[src/rtl/if_pc_fetch_pkg.sv]
// Shared constants and types for the fetch-stage PC generator.
// ADEL is also consumed by the IF/ID register, which flags misaligned fetches.
package if_pc_fetch_pkg;

   localparam logic [31:0] PKG_RESET_PC = 32'h0000_3000;
   localparam logic [31:0] PKG_EXC_VEC  = 32'h0000_4180;
   // Instruction memory is based at the reset PC
   localparam logic [31:0] PKG_IMEM_BASE = PKG_RESET_PC;
   localparam int unsigned PKG_IMEM_AW   = 12;

   // ExcCode for address error on load/fetch
   localparam logic [4:0] ADEL = 5'd4;

   // Next-PC source, listed in priority order
   typedef enum logic [2:0] {
      SrcExc,
      SrcEret,
      SrcHold,
      SrcBr,
      SrcPend,
      SrcSeq
   } npc_sel_e;

   function automatic logic [31:0] pc_plus4(input logic [31:0] pc);
      return pc + 32'd4;
   endfunction

endpackage

[src/rtl/if_redirect_buf.sv]
// Buffers a branch/jump redirect that resolves while fetch is stalled, so it can be
// applied on the first unstalled edge. A flush (exception/ERET) or reset drops it.
module if_redirect_buf (
   input  logic        clk,
   input  logic        reset,
   input  logic        i_stall,
   input  logic        i_flush,
   input  logic        i_br_taken,
   input  logic [31:0] i_br_target,
   output logic        o_pend_vld,
   output logic [31:0] o_pend_tgt
);

   logic        r_pend_vld;
   logic [31:0] r_pend_tgt;

   // Capture during stall (latest redirect wins); any unstalled edge consumes or
   // supersedes the buffered target, so validity always clears there.
   always_ff @(posedge clk) begin
      if (!reset) begin
         r_pend_vld <= 1'b0;
         r_pend_tgt <= 32'h0;
      end else if (i_flush) begin
         r_pend_vld <= 1'b0;
      end else if (i_stall) begin
         if (i_br_taken) begin
            r_pend_vld <= 1'b1;
            r_pend_tgt <= i_br_target;
         end
      end else begin
         r_pend_vld <= 1'b0;
      end
   end

   assign o_pend_vld = r_pend_vld;
   assign o_pend_tgt = r_pend_tgt;

endmodule

[src/rtl/if_pc_fetch.sv]
// Fetch-stage PC generator feeding the IF/ID register.
// Optional performance counters are enabled by defining IF_PC_FETCH_PERF_EN.
// Targets are loaded unchanged; alignment faults are flagged downstream.
module if_pc_fetch
   import if_pc_fetch_pkg::*;
#(
   parameter logic [31:0] RESET_PC = PKG_RESET_PC,
   parameter logic [31:0] EXC_VEC  = PKG_EXC_VEC,
   parameter int unsigned IMEM_AW  = PKG_IMEM_AW
) (
   input  logic               clk,
   input  logic               reset,
   input  logic               stall,
   input  logic               br_taken,
   input  logic [31:0]        br_target,
   input  logic               is_jump_d,
   input  logic               exc_req,
   input  logic               eret,
   input  logic [31:0]        epc,
   output logic [31:0]        PC_F,
   output logic [31:0]        PC4_F,
   output logic               isj_F,
   output logic [IMEM_AW-1:0] imem_addr
`ifdef IF_PC_FETCH_PERF_EN
   ,
   output logic [31:0]        fetch_cnt,
   output logic [31:0]        stall_cnt
`endif
);

   logic [31:0] r_pc;
   logic [31:0] w_pc_d;
   logic        w_flush;
   logic        w_pend_vld;
   logic [31:0] w_pend_tgt;
   npc_sel_e    w_sel;

   assign w_flush = exc_req | eret;

   if_redirect_buf u_redirect_buf (
      .clk        (clk),
      .reset      (reset),
      .i_stall    (stall),
      .i_flush    (w_flush),
      .i_br_taken (br_taken),
      .i_br_target(br_target),
      .o_pend_vld (w_pend_vld),
      .o_pend_tgt (w_pend_tgt)
   );

   // Next-PC source selection in strict priority order
   always_comb begin
      w_sel = SrcSeq;
      if (exc_req) begin
         w_sel = SrcExc;
      end else if (eret) begin
         w_sel = SrcEret;
      end else if (stall) begin
         w_sel = SrcHold;
      end else if (br_taken) begin
         w_sel = SrcBr;
      end else if (w_pend_vld) begin
         w_sel = SrcPend;
      end
   end

   // Next-PC mux
   always_comb begin
      w_pc_d = pc_plus4(r_pc);
      unique case (w_sel)
         SrcExc:  w_pc_d = EXC_VEC;
         SrcEret: w_pc_d = epc;
         SrcHold: w_pc_d = r_pc;
         SrcBr:   w_pc_d = br_target;
         SrcPend: w_pc_d = w_pend_tgt;
         SrcSeq:  w_pc_d = pc_plus4(r_pc);
         default: w_pc_d = pc_plus4(r_pc);
      endcase
   end

   // Architectural fetch PC register
   always_ff @(posedge clk) begin
      if (!reset) begin
         r_pc <= RESET_PC;
      end else begin
         r_pc <= w_pc_d;
      end
   end

   assign PC_F      = r_pc;
   assign PC4_F     = pc_plus4(r_pc);
   assign isj_F     = is_jump_d;
   // Word offset from the memory base; out-of-range PCs simply alias
   assign imem_addr = IMEM_AW'((r_pc - RESET_PC) >> 2);

`ifdef IF_PC_FETCH_PERF_EN
   logic [31:0] r_fetch_cnt;
   logic [31:0] r_stall_cnt;

   // A flush counts as a fetch even when stall is raised, since the PC moves
   always_ff @(posedge clk) begin
      if (!reset) begin
         r_fetch_cnt <= 32'h0;
         r_stall_cnt <= 32'h0;
      end else if (!stall || w_flush) begin
         r_fetch_cnt <= r_fetch_cnt + 32'd1;
      end else begin
         r_stall_cnt <= r_stall_cnt + 32'd1;
      end
   end

   assign fetch_cnt = r_fetch_cnt;
   assign stall_cnt = r_stall_cnt;
`endif

endmodule

[config.mk]
export PLATFORM = sky130hd
export DESIGN_NAME = if_pc_fetch
export DESIGN_NICKNAME = d
export VERILOG_FILES = /design/src/rtl/if_pc_fetch_pkg.sv /design/src/rtl/if_redirect_buf.sv /design/src/rtl/if_pc_fetch.sv
export SDC_FILE = /design/constraint.sdc
export NUM_CORES = 1
export LEC_CHECK = 0
export ABC_AREA = 1
export CAP_MARGIN = 0
export CORE_MARGIN = 2
export CORE_UTILIZATION = 40
export CTS_BUF_LIST = sky130_fd_sc_hd__clkbuf_16
export CTS_CLUSTER_DIAMETER = 80
export CTS_CLUSTER_SIZE = 14
export DETAILED_ROUTE_END_ITERATION = 6
export PLACE_DENSITY = 0.7
export SLEW_MARGIN = 10
export SYNTH_ARGS = -nofsm -noshare
export SYNTH_HDL_FRONTEND = slang
export SYNTH_SLANG_ARGS = --single-unit
[constraint.sdc]
create_clock -name clk -period 2.15 [get_ports clk]
set_input_delay 0.645 -clock clk [delete_from_list [all_inputs] [get_ports clk]]
set_output_delay 0.645 -clock clk [all_outputs]
set_load 0.02 [all_outputs]
## Yosys cells after proc, flatten, opt, wreduce, memory -nomap -nowiden

Cells that the tools add are included.

- $add $sub $neg: 2
- Eq/ne operators: 4
- Mux-type cells: 6
- Bitwise operators: 4
- Reductions and logical operators: 3

Operator list:

| kind | count |
|---|---|
| $pmux 32 s5 | 1 |
| $add 32x3->32 const B | 1 |
| $sub 14x14->14 const B | 1 |
| $mux 3 | 4 |
| $eq 3x2->1 const B | 2 |
| $eq 3x1->1 const B | 1 |
| $eq 3x3->1 const B | 1 |
| $logic_not 3->1 | 1 |
| $not 1->1 | 3 |
| $reduce_and 3->1 | 1 |
| $reduce_or 3->1 | 1 |
| $mux 1 | 1 |
| $or 1x1->1 | 1 |

- Flip-flop bits (word level): 65
- Input port bits: 71
- Output and inout bits: 77
- Logic and storage cells: 22

## Depth between registers and ports, before layout

Gate-level depths: netlist of the first run.

- Depth in word-level cells: 7
- Mapped depth: 11
- Mapped depth without buffers: 10

## Cells and area by module

From an unflattened synthesis of the first run, not the netlist that was laid out.

- Cells, all modules: 684
- Area total of the unflattened synthesis: 4341.7 um2

Modules (own cells, without submodules):

| module | times used | cells each | area each (um2) | sequential area each (um2) |
|---|---|---|---|---|
| if_pc_fetch | 1 | 476 | 2977.9 | 640.6 |
| if_redirect_buf | 1 | 208 | 1363.8 | 660.6 |

## Worst setup path before layout of the first run

OpenSTA, ideal clock, no wires.

- Path type: register to output
- Start: register r_pc[3] (netlist: PC_F[3])
- End: output PC4_F[16]
- Arrival time: 1.591 ns
- Data required time: 1.505 ns
- Slack: -0.086 ns
- Cell stages (with the launch flop): 7
- Buffers on the path: 0
- Path through: dfxtp_1 ha_1 nand2_1 nor2_4 nand2_2 nor2_1 xor2_1

- Word-level cells in the longest chain between the ends: 1

Ends and longest elaborated chain:

| what | line | text |
|---|---|---|
| start: declaration | if_pc_fetch.sv:31 | `logic [31:0] r_pc;` |
| start signal: assignment | if_pc_fetch.sv:86 | `r_pc <= w_pc_d;` |
| $add 32x3->32 | if_pc_fetch_pkg.sv:25 | `return pc + 32'd4;` |
| end: declaration | if_pc_fetch.sv:21 | `output logic [31:0] PC4_F,` |

Every way passes these cells.

## Final worst setup path of the first run

- Start: register r_pc[3] (netlist: PC_F[3])
- End: output PC4_F[20]

The elaborated chain is that of the path after synthesis.

==> parameters.txt, run 1 <==
Parameter                              Value

Outcome
  Outcome ... finished, violations left
  Violated checks ... setup timing

Logic synthesis
  Number of storage elements in the synthesis netlist ... 65
  Basic-gate share of the synthesized area counting and, or, nand and nor cells ... between 40% and 50%
  Post-synthesis average cell area ... roughly 6.1 um2
  Adder-cell area share of the yosys netlist ... 0.608%
  Most common library cells after synthesis ... 238 x nand2_1, 65 x dfxtp_1, 64 x a21oi_1
  Compound-Gate Fraction of Synth Area ... between 10% and 20%
  Mapped cell area ... 4110 um2
  Post-Syn Instances ... 675
  Number of distinct library cells after synthesis ... 29
  Most area-hungry cell type in the Yosys netlist ... dfxtp_1
  Top cell type's share of synthesized area ... a little under a third
  Top cells by area in the synthesized netlist ... dfxtp_1 32%, nand2_1 22%, a21oi_1 7.8%
  Proportion of synthesized flip-flops having asynchronous set or reset ... 0%
  Seq/Total Area, Yosys ... 31.6%
  Count of flip-flops with a built-in enable after synthesis ... 0
  Nets in the synthesized netlist ... 748
  Number of warnings issued by yosys ... 0
  Share of cell area taken by muxes after synthesis ... 0%
  Most common cell in the netlist ... nand2_1
  Dominant combinational cell family by area after synthesis ... simple AND/OR/NAND/NOR gates
  Commonest register cell after synthesis ... dfxtp_1
  Xor/xnor cell area share of the yosys netlist ... under 10%

Timing
  Final period demand of the worst path ... between 2 and 2.5 ns
  Worst slew pin tran ... 0.382 ns
  Number of hold violations in the final report ... 0
  Max-slew violation count ... 0
  Final worst slack ... -0.267 ns
  Max-slew headroom ... 74.5%
  Achievable frequency ... 0.414 GHz
  Number of setup violations in the final report ... 27
  Final clock skew ... 0.00934 ns
  Total negative setup slack ... -4.03 ns
  Final worst hold slack ... 0.454 ns
  Setup repair after global routing missed its margin ... true
  Crit share post-route ... 112%

Cells and area
  Area growth from synthesis to final layout ... 81.9%
  Final Non-Filler Cells ... 1061
  Final instance area ... 7480 um2
  Number of nets at the end of the flow ... 996
  Layout cells sized above 1 ... 34.9%
  Inserted Diodes ... 0
  Filler instances ... 724

Route
  Final routed wire length divided by cell count ... 17.6 um
  Antenna Violating Nets Remaining ... 0
  Detailed Route Iter0 Violations ... approximately 490
  Routed via count ... 5787
  DR pass1 iterations ... 6
  Max layer used ... met4
  Number of design rule violations left after detail routing ... 0
  Met2 WL ... 9080 um
  Met3 WL post-DR ... 1750 um
  Final wirelength ... 18700 um
  Post-route met1 wirelength ... 7020 um
  Average vias per placed instance ... 5.45

Critical path
  Sequence of cells on the critical path ... ha_4, nand2_4, nor2_4, nand3b_1, buf_6, o21ai_4, nand2_2, buf_6
  Type of element launching the critical path ... flop
  Required time at the worst-slack endpoint ... approximately 1.5 ns
  Worst Path Max Fanout ... 4
  Stage delay of the slowest cell on the critical path ... 0.36 ns
  Type of element capturing the critical path ... primary output
  Cell repeated most along the worst path ... buf_6
  Arrival time at the worst endpoint ... roughly 1.8 ns
  FF-to-FF path depth ... 11
  Slowest-stage cell, CP ... dfxtp_4
  Critical path class ... reg -> out

Pwr
  Maximum VDD drop ... 0.000384 V
  Static Leak ... 3.16 nW
  Total power per unit cell area ... 496 nW/um2

Clocking
  Number of buffers added by the clock tree synthesis step ... 9
  Depth of the CTS H-tree ... 3
  Total number of clock tree sinks ... 65
  TritonCTS clock tree ... built
  Clock Root Buffer ... clkbuf_16
  Clk slew on worst S/H paths ... around 0.060 ns
  Number of buffers inserted by hold repair at cts ... 0
  Max Root-Sink Buffers ... 2
  Clock latency on the worst-skew pair ... 0.33 ns

Flow run
  Max Cap Viol ... 0

Die
  Die Wd ... 105 um
  DIE AREA ... 11100 um2
  Number of rows created at floorplan ... 37
  Top-level port count ... 148
  Core Region ... 10100 um2
  Height of the die ... roughly 110 um
  Effective utilization at floorplan ... 40.6%

Global route
  Global-route wire length before repair ... 25900 um
  Number of global-route vias before repair ... 5234
  Overall track demand over capacity in global routing ... 29.3%
  Number of antenna violations at the first check in global routing ... 0
  Pin count of the biggest net entering global routing ... 27
  Total congestion overflow after global routing ... 0

Place
  HPWL reported at the end of detailed placement ... ~12000 um
  Count of input and output buffers ... roughly 150
  Number of cells in the design after placement ... 1021
  DP Worst Slack ... -0.419 ns
  Gp weighted congestion ... 0.866
  DP Area ... roughly 6400 um2

Worst hold path
  Hold-critical path depth ... 2
  HP Class ... reg -> reg
[worst max-delay path, delay by kind of cell (launching register included)]
family | cells | cell delay (ns)
and+or+nand+nor | 4 | 0.49
DFF | 1 | 0.36
buffers and inverters | 2 | 0.32
adders and majority gates | 1 | 0.15
AOI/OAI and AO/OA | 1 | 0.12
[power breakdown]
part           switching, W  internal (W)
clock              0.000554      0.000754
sequential        0.0000671       0.00126
combinational      0.000551      0.000523
[registers in the layout, summed over array words and instances, names as in the netlist]
name                       count
u_redirect_buf.o_pend_tgt     32
u_redirect_buf.o_pend_vld      1
PC_F                          32
[layer usage]
layer,vias up,GRT usage [%]
met5,-,0
met2,406,50.1
met1,2647,38.4
met3,82,4.45
li1,2652,-
met4,0,8.00
[per-stage QoR]
step	utilization, %	power, W
global placement	62.8	0.00228
finish	73.8	0.00371
CTS	68.3	0.00357
floorplan	-	0.00174
detailed placement	62.8	0.00229
global route	73.8	0.00381
[cells in the final DEF, fill, tap and decap left out, types with 3 or more instances in the layout]
cell type	count
nand4_1	9
o21ai_0	32
xor2_4	5
inv_2	14
nand3_1	59
clkdlybuf4s50_1	102
nand2_4	15
buf_6	32
inv_1	33
o21ai_2	3
xor2_2	5
nor2_2	13
dlymetal6s2s_1	4
nand2_1	194
dfxtp_4	14
dfxtp_1	41
nand3b_1	6
buf_4	128
o21ai_1	5
nor2_1	35
dfxtp_2	10
clkbuf_16	9
nor2_4	25
nand2_2	32
a21oi_1	64
buf_12	4
dlygate4sd2_1	9
[final cells by class]
| cell class | instances | area, um2 | area share [%] |
|---|---|---|---|
| sequential | 65 | 1370 | 18.3 |
| inverter | 47 | 176 | 2.36 |
| timing repair buffer | 279 | 2550 | 34.1 |
| clock buffer | 9 | 225 | 3.01 |
| multi-input combinational | 521 | 2970 | 39.7 |
| clock inverter | 4 | 23.8 | 0.318 |
| tap | 136 | 170 | 2.27 |
[logic make-up (layout without fill, tap and decap cells)]
| kind of cell | after synthesis | count (layout) |
|---|---|---|
| buffers and inverters | 89 | 339 |
| AND/OR/NAND/NOR | 395 | 395 |
| adder cells (fa/ha/maj) | 2 | 2 |
| AO/OA/AOI/OAI | 112 | 112 |
| flip-flops | 65 | 65 |
| XOR/XNOR | 12 | 12 |
[worst paths after layout]
path	startpoint	endpoint	slack [ns]
max	PC_F[3]	PC4_F[20]	-0.27
min	u_redirect_buf.o_pend_tgt[3]	u_redirect_buf.o_pend_tgt[3]	0.45
max reg2reg	PC_F[3]	PC_F[16]	0.40
min reg2reg	u_redirect_buf.o_pend_tgt[3]	u_redirect_buf.o_pend_tgt[3]	0.45
[what timing repair did]
action / CTS / global route
setup endpoints to repair: 33 / 46
setup buffers: 13 / 15
gates resized for setup: 243 / 127
pin swaps: 31 / 41
No activity file was read; power rests on OpenSTA's default activity.
==> run 2: changes to the inputs <==
==> constraint.sdc (replaced) <==
create_clock -name clk -period 2.15 [get_ports clk]
set_input_delay 0.43 -clock clk [delete_from_list [all_inputs] [get_ports clk]]
set_output_delay 0.43 -clock clk [all_outputs]
set_load 0.02 [all_outputs]
==> run 2 against run 1 <==
The flow still finishes with violations (setup timing). Worst setup slack gained 0.21 ns. Register-to-register slack lost 0.39 ns. Combinational power shrank 9%. Power grew 1.9%. Sequential power is essentially flat. Critical path type unchanged. Highest routed layer unchanged.
==> parameters.txt, run 2 (same netlist as run 1, synthesis figures left out) <==
Parameter                              Value

Outcome
  Outcome ... finished, violations left
  Violated checks ... setup timing

Clocking
  Clock Root Buffer ... clkbuf_16
  Total number of clock tree sinks ... 65 (unchanged)
  TritonCTS clock tree ... built
  Clock latency on the worst-skew pair ... 0.33 ns (about the same)
  Clk slew on worst S/H paths ... 0.06 ns (about the same)
  Number of buffers added by the clock tree synthesis step ... 9 (unchanged)
  Max Root-Sink Buffers ... 2 (unchanged)
  Depth of the CTS H-tree ... 3 (unchanged)

Flow run
  Max Cap Viol ... 0 (unchanged)

Pwr
  Total power consumption of the routed design ... 0.00378 W (+1.9%)
  Total power per unit cell area ... 557 nW/um2 (+12%)
  Maximum VDD drop ... 0.000450 V (+17%)
  Static Leak ... 2.73 nW (-13%)

Route
  Detailed Route Iter0 Violations ... 309 (-37%)
  Final routed wire length divided by cell count ... 15.6 um (-11%)
  Routed via count ... 5246 (-9.3%)
  Antenna Violating Nets Remaining ... 0 (unchanged)
  DR pass1 iterations ... 5 (-1)
  Final wirelength ... 16000 um (-14%)
  Average vias per placed instance ... 5.10 (-6.5%)
  Number of design rule violations left after detail routing ... 0 (unchanged)

Global route
  Number of antenna violations at the first check in global routing ... 0 (unchanged)
  Grt peak-use layer ... met2
  Global-route wire length before repair ... 24800 um (-4.5%)
  Fraction of met3 tracks used by global routing ... 5.57% (+1.1 points)
  Number of global-route vias before repair ... 4948 (-5.5%)
  Overall track demand over capacity in global routing ... 28.0% (-1.3 points)
  Met1 demand-to-capacity share in global routing ... 37.2% (-1.3 points)
  Pin count of the biggest net entering global routing ... 27 (unchanged)
  Met2 routing resource usage after global routing ... 46.2% (-3.9 points)
  Total congestion overflow after global routing ... 0 (unchanged)

Critical path
  Start of the worst register-to-register path ... PC_F[2]
  Sequence of cells on the critical path ... ha_4, nand2_4, nor2_4, nand3b_1, buf_6, nor2_2, nand2_1, nand2_2, buf_6
  Stage delay of the slowest cell on the critical path ... 0.37 ns (about the same)
  Worst Path Max Fanout ... 5 (+1)
  Endpoint of the worst register-to-register path ... PC_F[28]
  Required time at the worst-slack endpoint ... 1.72 ns (+0.22 ns)
  Type of element launching the critical path ... flop
  Type of element capturing the critical path ... primary output
  End of the critical path ... PC4_F[20]
  Slowest-stage cell, CP ... dfxtp_4
  FF-to-FF path depth ... 18 (+7)
  Cell repeated most along the worst path ... buf_6
  Flop2flop setup slack ... 0.01 ns (-0.39 ns)
  Arrival time at the worst endpoint ... 1.78 ns (about the same)
  Critical path class ... reg -> out
  Critical path startpoint ... PC_F[2]

Cells and area
  Number of nets at the end of the flow ... 961 (-3.5%)
  Utilization after layout ... 67.0% (-6.8 points)
  Filler instances ... 891 (+23%)
  Inserted Diodes ... 0 (unchanged)
  Most frequent standard cell in the layout excluding fill and tap cells ... nand2_1
  Top library cells by usage in the layout, fill and taps aside ... 220 x nand2_1, 117 x clkdlybuf4s50_1, 95 x buf_4, 64 x a21oi_1, 61 x nand3_1
  Layout cells sized above 1 ... 26.1% (-8.8 points)
  Final instance area ... 6800 um2 (-9.2%)
  Area growth from synthesis to final layout ... 65.2%

Timing
  Worst slew pin tran ... 0.354 ns (-0.0273 ns)
  Final period demand of the worst path ... 2.21 ns (-0.207 ns)
  Max-slew headroom ... 76.3% (+1.8 points)
  Final worst slack ... -0.0600 ns (+0.207 ns)
  Achievable frequency ... 0.452 GHz (+9.4%)
  Max-slew violation count ... 0 (unchanged)
  Setup repair after global routing missed its margin ... true
  Crit share post-route ... 103% (-9.6 points)
  Total negative setup slack ... -0.0944 ns (+3.94 ns)
  Number of hold violations in the final report ... 0 (unchanged)
  Final clock skew ... 0.00995 ns (+0.000612 ns)
  Number of setup violations in the final report ... 2 (-93%)

Die
  Die Wd ... 105 um (unchanged)
  Core Region ... 10100 um2 (unchanged)
  Effective utilization at floorplan ... 40.6% (unchanged)
  Top-level port count ... 148 (unchanged)
  DIE AREA ... 11100 um2 (unchanged)
  Number of rows created at floorplan ... 37 (unchanged)
  Height of the die ... 105 um (unchanged)

Worst hold path
  HP Class ... reg -> reg

Place
  Count of input and output buffers ... 145 (unchanged)
  Gp weighted congestion ... 0.884 (+2.1%)
  DP Area ... 6140 um2 (-3.4%)
  HPWL reported at the end of detailed placement ... 12000 um (-2.0%)
  DP Worst Slack ... -0.227 ns (+0.192 ns)
[run 2: repair_timing]
action / 4_1_cts / 5_1_grt
setup endpoints to repair: 28 / 28
pin swaps: 11 / 20
gates resized for setup: 144 / 70
hold buffers: 0 / 0
setup buffers: 14 / 4
[run 2: area by class of cell]
cell class                      instances  area, um2  share of cell area, %
Inverter                               47        179                   2.63
Clock inverter                          7       75.1                   1.10
Tap cell                              136        170                   2.50
Clock buffer                            9        225                   3.31
Multi-Input combinational cell        521       2620                   38.6
Sequential cell                        65       1330                   19.5
Timing Repair Buffer                  244       2200                   32.3
[run 2: how the worst min path moves through the flow]
stage / start / endpoint / cells past startpoint
after floorplan: u_redirect_buf.o_pend_tgt[10] / u_redirect_buf.o_pend_tgt[10] / 2
after global placement: u_redirect_buf.o_pend_tgt[2] / u_redirect_buf.o_pend_tgt[2] / 2
after detailed placement: u_redirect_buf.o_pend_tgt[3] / u_redirect_buf.o_pend_tgt[3] / 2
after CTS: u_redirect_buf.o_pend_tgt[3] / u_redirect_buf.o_pend_tgt[3] / 2
after global routing: u_redirect_buf.o_pend_tgt[2] / u_redirect_buf.o_pend_tgt[2] / 2
final: u_redirect_buf.o_pend_tgt[2] / u_redirect_buf.o_pend_tgt[2] / 2
[run 2: stage by stage]
stage / std cells / hold WS [ns]
after floorplan: 675 / 0.425
after global placement: 995 / 0.433
after detailed placement: 995 / 0.444
after CTS: 1025 / 0.452
after global routing: 1029 / 0.473
final: 1029 / 0.456
[run 2: where the power goes]
| part | total [W] | switching [W] | internal (W) |
|---|---|---|---|
| Sequential | 0.00132 | 0.0000532 | 0.00126 |
| Clock | 0.00149 | 0.000580 | 0.000907 |
| Combinational | 0.000979 | 0.000504 | 0.000475 |
| Total | 0.00378 | 0.00114 | 0.00265 |
[run 2: layer usage]
metal	part of all wire [%]	routed length (um)
met1	43	6950
met2	47	7590
met3	7.4	1190
met4	1.9	304
met5	0	0
[run 2: critical path: cells and delay by family (launching register included)]
family                   cells  cell delay, ns
flip-flops                   1            0.37
buffers and inverters        2            0.29
AND/OR/NAND/NOR              6            0.63
adder cells (fa/ha/maj)      1            0.15
